### src/rtl/serial_subtractor.sv
// Bit-serial LSB-first subtractor: diff = a - b - bin over WIDTH cycles through one
// registered full-subtractor cell, with a start/busy/done handshake.
module serial_subtractor #(
    parameter int WIDTH = 8
) (
    input  logic             clk,
    input  logic             rst_n,
    input  logic             start,
    input  logic [WIDTH-1:0] a,
    input  logic [WIDTH-1:0] b,
    input  logic             bin,
    output logic             busy,
    output logic             done,
    output logic [WIDTH-1:0] diff,
    output logic             bout,
    output logic             ovf
);

    localparam int CNT_W = $clog2(WIDTH) + 1;

    typedef enum logic [1:0] {
        IDLE  = 2'd0,
        SHIFT = 2'd1,
        DONE  = 2'd2
    } state_t;

    state_t           state_q, state_d;
    logic [WIDTH-1:0] a_q, a_d;
    logic [WIDTH-1:0] b_q, b_d;
    logic [WIDTH-1:0] res_q, res_d;
    logic [WIDTH-1:0] diff_q, diff_d;
    logic [CNT_W-1:0] cnt_q, cnt_d;
    logic             br_q, br_d;
    logic             a_msb_q, a_msb_d;
    logic             b_msb_q, b_msb_d;
    logic             busy_q, busy_d;
    logic             done_q, done_d;
    logic             bout_q, bout_d;
    logic             ovf_q, ovf_d;

    logic             x, y, d, br_next;
    logic [WIDTH-1:0] res_next;

    always_comb begin
        // NOTE: every variable gets a hold/default value first, so no path can infer a latch.
        state_d  = state_q;
        a_d      = a_q;
        b_d      = b_q;
        res_d    = res_q;
        diff_d   = diff_q;
        cnt_d    = cnt_q;
        br_d     = br_q;
        a_msb_d  = a_msb_q;
        b_msb_d  = b_msb_q;
        busy_d   = busy_q;
        done_d   = 1'b0;
        bout_d   = bout_q;
        ovf_d    = ovf_q;

        x        = a_q[0];
        y        = b_q[0];
        d        = x ^ y ^ br_q;
        br_next  = (~x & y) | (~(x ^ y) & br_q);
        res_next = {d, res_q[WIDTH-1:1]};

        case (state_q)
            IDLE, DONE: begin
                if (start) begin
                    a_d     = a;
                    b_d     = b;
                    br_d    = bin;
                    a_msb_d = a[WIDTH-1];
                    b_msb_d = b[WIDTH-1];
                    cnt_d   = '0;
                    busy_d  = 1'b1;
                    state_d = SHIFT;
                end else begin
                    state_d = IDLE;
                end
            end

            SHIFT: begin
                a_d   = a_q >> 1;
                b_d   = b_q >> 1;
                br_d  = br_next;
                res_d = res_next;
                cnt_d = cnt_q + 1'b1;
                if (cnt_q == CNT_W'(WIDTH - 1)) begin
                    diff_d  = res_next;
                    bout_d  = br_next;
                    // The last bit shifted in is the result MSB.
                    ovf_d   = (a_msb_q != b_msb_q) && (d != a_msb_q);
                    done_d  = 1'b1;
                    busy_d  = 1'b0;
                    state_d = DONE;
                end
            end

            default: state_d = IDLE;
        endcase
    end

    // NOTE: state updates use non-blocking assignments so all flops sample the same pre-edge values.
    always_ff @(posedge clk or negedge rst_n) begin
        if (!rst_n) begin
            state_q <= IDLE;
            a_q     <= '0;
            b_q     <= '0;
            res_q   <= '0;
            diff_q  <= '0;
            cnt_q   <= '0;
            br_q    <= 1'b0;
            a_msb_q <= 1'b0;
            b_msb_q <= 1'b0;
            busy_q  <= 1'b0;
            done_q  <= 1'b0;
            bout_q  <= 1'b0;
            ovf_q   <= 1'b0;
        end else begin
            state_q <= state_d;
            a_q     <= a_d;
            b_q     <= b_d;
            res_q   <= res_d;
            diff_q  <= diff_d;
            cnt_q   <= cnt_d;
            br_q    <= br_d;
            a_msb_q <= a_msb_d;
            b_msb_q <= b_msb_d;
            busy_q  <= busy_d;
            done_q  <= done_d;
            bout_q  <= bout_d;
            ovf_q   <= ovf_d;
        end
    end

    assign busy = busy_q;
    assign done = done_q;
    assign diff = diff_q;
    assign bout = bout_q;
    assign ovf  = ovf_q;

endmodule

### config.mk
export PLATFORM = sky130hd
export DESIGN_NAME = serial_subtractor
export DESIGN_NICKNAME = d
export VERILOG_FILES = /design/src/rtl/serial_subtractor.sv
export SDC_FILE = /design/constraint.sdc
export NUM_CORES = 1
export LEC_CHECK = 0
export ABC_AREA = 0
export CAP_MARGIN = 20
export CELL_PAD_IN_SITES_DETAIL_PLACEMENT = 0
export CELL_PAD_IN_SITES_GLOBAL_PLACEMENT = 2
export CORE_MARGIN = 5
export CORE_UTILIZATION = 36
export DETAILED_ROUTE_END_ITERATION = 12
export GPL_ROUTABILITY_DRIVEN = 0
export PLACE_DENSITY = 0.81
export SYNTH_ARGS = -nofsm -noshare
export SYNTH_HDL_FRONTEND = slang
export SYNTH_SLANG_ARGS = --single-unit
export TNS_END_PERCENT = 10
### constraint.sdc
create_clock -name clk -period 3.6 [get_ports clk]
set_input_delay 0.72 -clock clk [delete_from_list [all_inputs] [get_ports clk]]
set_output_delay 0.72 -clock clk [all_outputs]
set_load 0.05 [all_outputs]
==> key figures, run 1 <==
GRT
  – Largest net degree at the start of global routing: 45
  – Grt met1 use: 0.154
  – Global routing's busiest layer: met2
  – Grt met2 use: 0.210
  – Global-route track usage on met3: 0.0421
  – Vias in the first global route: 1360
  – GR Overflow Total: 0
  – GRT Total Usage: 0.126
  – First-pass GRT wire length: 6.40 mm
  – Initial antenna violation count: 0

Setup path
  – Worst-path maximum fanout: 2
  – Worst EP required: 2.88 ns
  – Crit path buf inv count: 1
  – CP cell instances: clkdlybuf4s50_1
  – Worst EP arrival: 1.46 ns
  – Crit path kind: reg2out
  – CP max stage cell: clkdlybuf4s50_1
  – CP Launch Type: register
  – Delay-heaviest family, CP: buffers and inverters
  – CP endpoint kind: output port
  – Critical Path Max Stage Delay: around 0.8 ns

Timing
  – Final hold vios: 0
  – Final setup TNS: 0 ns
  – Final setup vio count: 0
  – Worst Tran Pin Value: 0.924 ns
  – Tcrit/Tclk final: 0.606
  – Fin crit period: 2.18 ns
  – Slew HR: 0.384
  – Final setup margin: 1.42 ns
  – RSZ-0062 raised after global routing: false
  – Clock Skew: 0.00689 ns
  – Slew Limit Fails: 0
  – FMAX: 458 MHz

Yosys
  – Register area share after synthesis: 0.601
  – Post-synth EDFFs: 0
  – Post-synth ARST share: 1.00
  – Synthesized Nets: ~190
  – Synth cell types: 24
  – Ys Warns: 0
  – Post-Syn Area per Cell: 11.0 µm²
  – Netlist Area Pre-Place: 1830 µm²
  – Top_reg_cell synth: dfrtp_1
  – Synth Register Bits: 44
  – Cells after synthesis: 166

CTS
  – CTS tree: yes
  – Root buffer cell: clkbuf_8
  – Clk sinks: 44
  – Hold_buf cts: 0
  – Clock latency on the worst-skew pair: between 0.2 and 0.3 ns
  – Post-CTS Setup Inserts: 0
  – Clock buffer depth: 2
  – Clk pin slew, worst setup/hold paths: 0.08 ns
  – TritonCTS buffer count: 5
  – CTS resizes: 0
  – H-tree Lvls: 2

Worst hold path
  – HP Class: in2async

Detailed routing
  – TritonRoute pass-1 iters: 4
  – Vias per cell: 4.85
  – Drt wl/cell: between 10 and 15 µm
  – Number of DRC markers in iteration 0: 35
  – Detailed-route DRC error count: 0
  – Vias: 1295
  – Routed Antenna Nets: 0
  – Drt total wl: between 3 and 4 mm

Final layout
  – Share of cells above drive strength 1: 0.107
  – Area grow syn2layout: 25.5%
  – Final #Nets: 218
  – Filler Cells Inserted: 500
  – # diodes: 0

Die
  – Top-Level Pins: 32
  – Die Y: a little over 80 µm
  – Die X: 81.3 µm
  – Initial Util: 0.366
  – Rows: 26
  – Core Area: 5010 µm²
  – Die area: 6610 µm²

Power
  – Power Dens Cells: ~900 nW/µm²
  – Worst vdd ir: 0.310 mV
  – Leakage power: 1.05 nW

Placed design
  – Number of I/O port buffers: 31
  – Post-place setup slack: 1.42 ns
  – Placed wire-length estimate: 2.45 mm

Outcome
  – Outcome: completed

Job
  – Max_cap viols: 0
per-stage QoR:
stage                     instances  power (mW)  utilization  hold WS [ns]  instance area (µm²)
after detailed placement        258        1.82        0.435         0.474                 2180
final                           267        2.12        0.459         0.387                 2300
after global placement          258        1.78        0.435         0.456                 2180
after floorplan                 166        1.55            -         0.424                 1830
after CTS                       266        2.15        0.453         0.494                 2270
after global routing            267        2.28        0.459         0.420                 2300
report_power, final:
group,total (mW),switching (mW),internal [mW]
clock network,0.319,0.163,0.156
logic,0.951,0.579,0.371
registers,0.853,0.135,0.718
total,2.12,0.877,1.24
state kept, by name (all words and copies together), names as in the netlist:
| register | count |
|---|---|
| a_msb_q | 1 |
| bout | 1 |
| busy | 1 |
| b_q | 8 |
| br_q | 1 |
| ovf | 1 |
| a_q | 8 |
| done | 1 |
| state_q | 2 |
| b_msb_q | 1 |
| diff | 8 |
| res_q | 7 |
| cnt_q | 4 |
synth_stat cells, drive strengths merged (3+ instances only):
master	number	share of area
a22o	4	0.019
a22oi	13	0.053
buf	8	0.028
clkbuf	3	0.0061
dfrtp	44	0.60
inv	3	0.0061
mux2	9	0.055
mux2i	3	0.016
nand2	43	0.088
nand2b	3	0.010
nand3	14	0.038
nor2	4	0.0082
nor3	3	0.014
o21ai	3	0.0082
worst paths after layout:
check	startpoint	to	slack [ns]	depth (start not counted)
worst min-delay path	rst_n	a_q[7]	0.39	1
min in group clk	res_q[1]	res_q[1]	0.49	2
max in group asynchronous	rst_n	busy	2.73	2
worst max register to register	state_q[1]	br_q	1.75	3
worst max-delay path	diff[7]	diff[7]	1.42	1
worst min register to register	res_q[1]	res_q[1]	0.49	2
routing by layer:
layer,share of wire,up-vias,routed length [µm]
met1,0.46,630,1710
li1,-,625,-
met4,0.0040,0,15
met2,0.48,38,1770
met5,0,-,0
met3,0.059,2,219
cell usage in the layout, fill, tap and decap left out, drive strengths merged:
cell,synthesis,final
mux2,9,9
ha,1,1
buf,8,4
a221o,2,2
clkdlybuf4s50,0,30
nand2,43,43
inv,3,3
clkinvlp,0,1
nand3b,1,1
nand3,14,14
nor2,4,4
nand2b,3,3
nor3,3,3
nor2b,2,2
a22oi,13,13
a22o,4,4
mux2i,3,3
and2b,1,1
nand4,1,1
o21ai,3,3
clkbuf,3,7
fa,1,1
dfrtp,44,44
logic make-up after synthesis:
kind of cell | Yosys count | share of synthesized area
multiplexers | 12 | 0.0717
AND/OR/NAND/NOR | 72 | 0.178
buffers and inverters | 14 | 0.0403
AO/OA/AOI/OAI | 22 | 0.0915
flip-flops | 44 | 0.601
adder cells (fa/ha/maj) | 2 | 0.0178
final cells by class:
type | count | area (µm²) | area share
sequential | 44 | 1100 | 0.479
tap | 70 | 87.6 | 0.0381
inverter | 3 | 11.3 | 0.00490
clock inverter | 1 | 7.51 | 0.00327
multi-input combinational | 108 | 657 | 0.286
clock buffer | 7 | 86.3 | 0.0376
timing repair buffer | 34 | 348 | 0.151
No activity file was read; power rests on OpenSTA's default activity.
==> run 2, diff against run 1 <==
--- a/config.mk
+++ b/config.mk
@@ -10,10 +10,10 @@
 export CELL_PAD_IN_SITES_DETAIL_PLACEMENT = 0
 export CELL_PAD_IN_SITES_GLOBAL_PLACEMENT = 2
 export CORE_MARGIN = 5
-export CORE_UTILIZATION = 36
+export CORE_UTILIZATION = 30
 export DETAILED_ROUTE_END_ITERATION = 12
 export GPL_ROUTABILITY_DRIVEN = 0
-export PLACE_DENSITY = 0.81
+export PLACE_DENSITY = 0.72
 export SYNTH_ARGS = -nofsm -noshare
 export SYNTH_HDL_FRONTEND = slang
 export SYNTH_SLANG_ARGS = --single-unit
==> constraint.sdc (replaced) <==
create_clock -name clk -period 1.8 [get_ports clk]
set_input_delay 0.36 -clock clk [delete_from_list [all_inputs] [get_ports clk]]
set_output_delay 0.36 -clock clk [all_outputs]
set_load 0.05 [all_outputs]
==> key figures, run 2 (same netlist as run 1, synthesis figures left out) <==
Outcome
  – Outcome: completed

CTS
  – Clock buffer depth: 2 (unchanged)
  – Post-CTS Setup Inserts: 0 (unchanged)
  – Clk pin slew, worst setup/hold paths: 0.08 ns (about the same)
  – Hold_buf cts: 0 (unchanged)
  – Clock latency on the worst-skew pair: 0.29 ns (about the same)
  – TritonCTS buffer count: 5 (unchanged)
  – H-tree Lvls: 2 (unchanged)
  – Root buffer cell: clkbuf_8
  – Clk sinks: 44 (unchanged)
  – CTS tree: yes
  – CTS resizes: 0 (unchanged)

Die
  – Die X: 88.1 µm (+8.4%)
  – Initial Util: 0.309 (-0.0563)
  – Core Area: 5920 µm² (+18%)
  – Die area: 7770 µm² (+17%)
  – Rows: 28 (+7.7%)
  – Die Y: 88.1 µm (+8.4%)
  – Top-Level Pins: 32 (unchanged)

Detailed routing
  – Drt total wl: 3.93 mm (+5.8%)
  – Drt wl/cell: 14.2 µm (+2.0%)
  – Vias: 1307 (+0.93%)
  – Routed Antenna Nets: 0 (unchanged)
  – Number of DRC markers in iteration 0: 30 (-14%)
  – Vias per cell: 4.72 (-2.7%)
  – Detailed-route DRC error count: 0 (unchanged)
  – TritonRoute pass-1 iters: 4 (unchanged)

Placed design
  – Number of I/O port buffers: 31 (unchanged)
  – Placed wire-length estimate: 2.70 mm (+10%)
  – Area post-placement: 2210 µm² (+1.6%)
  – Placed cells: 269 (+4.3%)

Setup path
  – Worst EP arrival: 1.78 ns (+0.32 ns)
  – CP endpoint kind: register
  – Delay-heaviest family, CP: adder cells
  – CP cell instances: fa_1, nand2b_1, o21ai_0, mux2_2
  – Worst-path maximum fanout: 4 (+2)
  – Crit path kind: reg2reg
  – Crit path buf inv count: 0 (-1)
  – Critical Path Max Stage Delay: 0.62 ns (-0.19 ns)
  – R2R Setup Slk: 0.20 ns (-1.55 ns)
  – CP Launch Type: register
  – CP max stage cell: fa_1
  – Worst EP required: 1.98 ns (-0.90 ns)

Timing
  – RSZ-0062 raised after global routing: false
  – Slew HR: 0.663 (+0.279)
  – Clock Skew: 0.00656 ns (-0.000322 ns)
  – FMAX: between 600 and 700 MHz
  – Final hold vios: 0 (unchanged)
  – Tcrit/Tclk final: 0.887
  – Fin crit period: 1.60 ns
  – Worst Tran Pin Value: 0.505 ns (-0.419 ns)
  – Final setup TNS: 0 ns (unchanged)
  – Slew Limit Fails: 0 (unchanged)
  – Final setup vio count: 0 (unchanged)

Final layout
  – Commonest non-fill, non-tap cell in the layout: dfrtp_1
  – Cell area after layout: 2300 µm² (+0.22%)
  – Most frequent cells in the layout: 44 x dfrtp_1, 43 x nand2_1, 19 x buf_4
  – Filler Cells Inserted: 571 (+14%)
  – Final cell count without fillers: 277 (+3.7%)
  – Share of cells above drive strength 1: 0.193 (+0.0865)
  – # diodes: 0 (unchanged)
  – Final #Nets: 223 (+2.3%)
  – Area grow syn2layout: 25.8%

GRT
  – Initial antenna violation count: 0 (unchanged)
  – GRT Total Usage: 0.112 (-0.0140)
  – GR Overflow Total: 0 (unchanged)
  – Global-route track usage on met3: 0.0376 (-0.00450)
  – Largest net degree at the start of global routing: 28 (-38%)
  – First-pass GRT wire length: 6.66 mm (+4.0%)
  – Vias in the first global route: 1393 (+2.4%)
  – Grt met1 use: 0.142 (-0.0113)
  – Grt met2 use: 0.183 (-0.0272)
  – Global routing's busiest layer: met2

Worst hold path
  – HP Class: in2async

Power
  – PnR Total Power: 4.25 mW (+100%)
  – Leakage power: 1.10 nW (+4.0%)
  – Worst vdd ir: 0.885 mV (+190%)
  – Power Dens Cells: 1850 nW/µm² (+100%)

Job
  – Max_cap viols: 0 (unchanged)
-- run 2: cell count changes in the layout (fill, tap and decap cells not counted) --
cell / before / now
clkbuf_1: 1 / 0
clkinvlp_4: 1 / 0
clkinv_2: 0 / 2
buf_12: 0 / 1
buf_4: 2 / 19
clkdlybuf4s50_1: 30 / 18
buf_16: 1 / 0
-- run 2: final timing paths --
kind                               start  endpoint  cells after the start
max in group asynchronous          rst_n   diff[7]                      2
worst min register to register  res_q[1]  res_q[1]                      2
worst max-delay path              a_q[0]       ovf                      4
min in group clk                res_q[1]  res_q[1]                      2
worst max register to register    a_q[0]       ovf                      4
worst min-delay path               rst_n    b_q[0]                      1
-- run 2: cell type report --
class	count	area [µm²]	share of cell area
Tap cell	75	93.8	0.0407
Clock inverter	2	10.0	0.00435
Multi-Input combinational cell	108	657	0.285
Clock buffer	6	82.6	0.0359
Timing Repair Buffer	39	348	0.151
Sequential cell	44	1100	0.478
Inverter	3	11.3	0.00489
-- run 2: where the power goes --
part | total (mW) | leakage (nW) | internal, mW | switching [mW]
Combinational | 1.91 | 0.498 | 0.742 | 1.17
Sequential | 1.70 | 0.546 | 1.44 | 0.267
Clock | 0.644 | 0.0510 | 0.307 | 0.337
Total | 4.25 | 1.10 | 2.48 | 1.77
-- run 2: through the flow --
step	worst slack, ns	hold WS (ns)	util
3_5_place_dp	0.113	0.372	0.373
6_report	0.204	0.0260	0.389
2_1_floorplan	0.323	0.0644	-
4_1_cts	0.176	0.0496	0.389
3_3_place_gp	0.133	0.353	0.373
5_1_grt	0.121	0.0699	0.389
-- run 2: worst reg2reg max path: stages, from the launching register on --
cell and delay (ns):
dfrtp_1 0.40, fa_1 0.62, nand2b_1 0.13, o21ai_0 0.07
mux2_2 0.26
-- run 2: per-layer routing --
metal  wire length, µm  vias up  share of wire
li1                  -      634              -
met3               216        4          0.055
met4                43        0          0.011
met5                 0        -              0
met2              1870       30           0.48
met1              1800      639           0.46
==> run 3, diff against run 2 <==
--- a/config.mk
+++ b/config.mk
@@ -10,10 +10,10 @@
 export CELL_PAD_IN_SITES_DETAIL_PLACEMENT = 0
 export CELL_PAD_IN_SITES_GLOBAL_PLACEMENT = 2
 export CORE_MARGIN = 5
-export CORE_UTILIZATION = 30
+export CORE_UTILIZATION = 36
 export DETAILED_ROUTE_END_ITERATION = 12
 export GPL_ROUTABILITY_DRIVEN = 0
-export PLACE_DENSITY = 0.72
+export PLACE_DENSITY = 0.88
 export SYNTH_ARGS = -nofsm -noshare
 export SYNTH_HDL_FRONTEND = slang
 export SYNTH_SLANG_ARGS = --single-unit
==> constraint.sdc (replaced) <==
create_clock -name clk -period 1.9 [get_ports clk]
set_input_delay 0.38 -clock clk [delete_from_list [all_inputs] [get_ports clk]]
set_output_delay 0.38 -clock clk [all_outputs]
set_load 0.05 [all_outputs]
==> key figures, run 3 (same netlist as run 1, synthesis figures left out) <==
Timing
  – Fin crit period: 1.82 ns
  – Slew Limit Fails: 0 (unchanged)
  – Worst Tran Pin Value: 0.504 ns (-0.000762 ns)
  – Tcrit/Tclk final: 0.960
  – RSZ-0062 raised after global routing: false
  – Final hold vios: 0 (unchanged)
  – FMAX: 548 MHz
  – Final setup vio count: 0 (unchanged)
  – Slew HR: 0.663 (about the same)
  – Hold Worst Slack: 0.0393 ns (+0.0134 ns)
  – Final setup TNS: 0 ns (unchanged)
  – Clock Skew: 0.00740 ns (+0.000838 ns)

Power
  – Power Dens Cells: 1780 nW/µm² (-3.8%)
  – Worst vdd ir: 0.693 mV (-22%)
  – Leakage power: 1.10 nW (+0.36%)

Die
  – Rows: 26 (-7.1%)
  – Die area: 6610 µm² (-15%)
  – Die X: 81.3 µm (-7.7%)
  – Initial Util: 0.366 (+0.0563)
  – Top-Level Pins: 32 (unchanged)
  – Core Area: 5010 µm² (-15%)
  – Die Y: 81.3 µm (-7.7%)

Setup path
  – Worst-path maximum fanout: 2 (-2)
  – Reg-to-Reg Start: a_q[0]
  – Delay-heaviest family, CP: buffers and inverters
  – Critical Path Max Stage Delay: 0.80 ns (+0.18 ns)
  – CP cell instances: clkdlybuf4s50_1
  – Worst r2r dst: ovf
  – CP max stage cell: clkdlybuf4s50_1
  – Crit path buf inv count: 1 (+1)
  – CP endpoint kind: output port
  – CP Launch Type: register
  – Instance count on the critical path: 1 (-3)
  – Worst EP arrival: 1.44 ns (-0.34 ns)
  – R2R Setup Slk: 0.31 ns (+0.11 ns)
  – Worst EP required: 1.52 ns (-0.46 ns)
  – Critical path launch point: diff[6]
  – Worst R2R Path Depth: 4 (unchanged)
  – Crit path kind: reg2out

CTS
  – Clk sinks: 44 (unchanged)
  – Clk pin slew, worst setup/hold paths: 0.08 ns (about the same)
  – Hold_buf cts: 0 (unchanged)
  – Root buffer cell: clkbuf_8
  – Clock buffer depth: 2 (unchanged)
  – H-tree Lvls: 2 (unchanged)
  – TritonCTS buffer count: 5 (unchanged)
  – CTS tree: yes
  – Clock latency on the worst-skew pair: 0.30 ns (about the same)

Worst hold path
  – HP Class: in2async

Final layout
  – # diodes: 0 (unchanged)
  – Register cell area after layout: 1100 µm² (unchanged)
  – Commonest non-fill, non-tap cell in the layout: dfrtp_1
  – Final #Nets: 223 (unchanged)
  – Area of the multi-input gates: 657 µm² (unchanged)
  – Share of cells above drive strength 1: 0.153 (-0.0396)
  – Filler Cells Inserted: 512 (-10%)
  – Area grow syn2layout: 27.3%
  – Cell area after layout: 2330 µm² (+1.2%)
  – Most frequent cells in the layout: 44 x dfrtp_1, 43 x nand2_1, 24 x clkdlybuf4s50_1

GRT
  – First-pass GRT wire length: 6.12 mm (-8.1%)
  – Initial antenna violation count: 0 (unchanged)
  – Vias in the first global route: 1277 (-8.3%)
  – GR Overflow Total: 0 (unchanged)
  – Largest net degree at the start of global routing: 26 (-7.1%)
  – GRT Total Usage: 0.122 (+0.0100)

Detailed routing
  – Vias per cell: 4.88 (+3.5%)
  – TritonRoute pass-1 iters: 4 (unchanged)
  – Vias: 1328 (+1.6%)
  – Drt total wl: 3.68 mm (-6.4%)
  – Number of DRC markers in iteration 0: 66 (+120%)
  – Drt wl/cell: 13.5 µm (-4.6%)
  – Detailed-route DRC error count: 0 (unchanged)
  – Routed Antenna Nets: 0 (unchanged)

Placed design
  – Area post-placement: 2220 µm² (+0.51%)
  – Placed wire-length estimate: 2.58 mm (-4.4%)
  – Number of I/O port buffers: 31 (unchanged)

Outcome
  – Outcome: completed

Job
  – Max_cap viols: 0 (unchanged)
==> run 3: report_power, final <==
group	internal [mW]	switching, mW
Sequential	1.36	0.259
Clock	0.390	0.313
Combinational	0.729	1.09
Total	2.48	1.66
==> run 3: what timing repair did <==
| item | in CTS | in global routing |
|---|---|---|
| gates resized for setup | 0 | 1 |
| buffers inserted | 0 | 0 |
| hold endpoints to repair | 0 | 0 |
| endpoints found under the setup margin | 0 | 1 |
==> run 3: worst max-delay path by stage <==
stage,to,slack [ns]
CTS,diff[7],0.03
detailed placement,b_q[0],0.15
global placement,b_q[0],0.15
finish,diff[6],0.08
global route,diff[4],0.01
floorplan,ovf,0.42
==> run 3: metrics by stage <==
| stage | power, mW | setup WS (ns) | utilization | std cells |
|---|---|---|---|---|
| floorplan | 2.93 | 0.423 | - | 166 |
| global placement | 3.43 | 0.153 | 0.444 | 264 |
| detailed placement | 3.48 | 0.148 | 0.444 | 264 |
| CTS | 4.20 | 0.0258 | 0.465 | 272 |
| global route | 4.43 | 0.0135 | 0.466 | 272 |
| finish | 4.14 | 0.0755 | 0.466 | 272 |
==> run 3: routing by layer <==
layer  up-vias  wire (µm)  global-route usage
met4         0         55              0.0405
met1       644       1720               0.156
met3         6        208              0.0421
met5         -          0                   0
met2        42       1690               0.193
li1        636          -                   -
==> run 3: final cells by class <==
class / instances / area share
multi-input cells: 108 / 0.282
inverters: 3 / 0.00483
clock buffers: 6 / 0.0311
clock inverters: 2 / 0.0150
repair buffers: 39 / 0.158
well taps: 70 / 0.0376
flip-flops and latches: 44 / 0.472
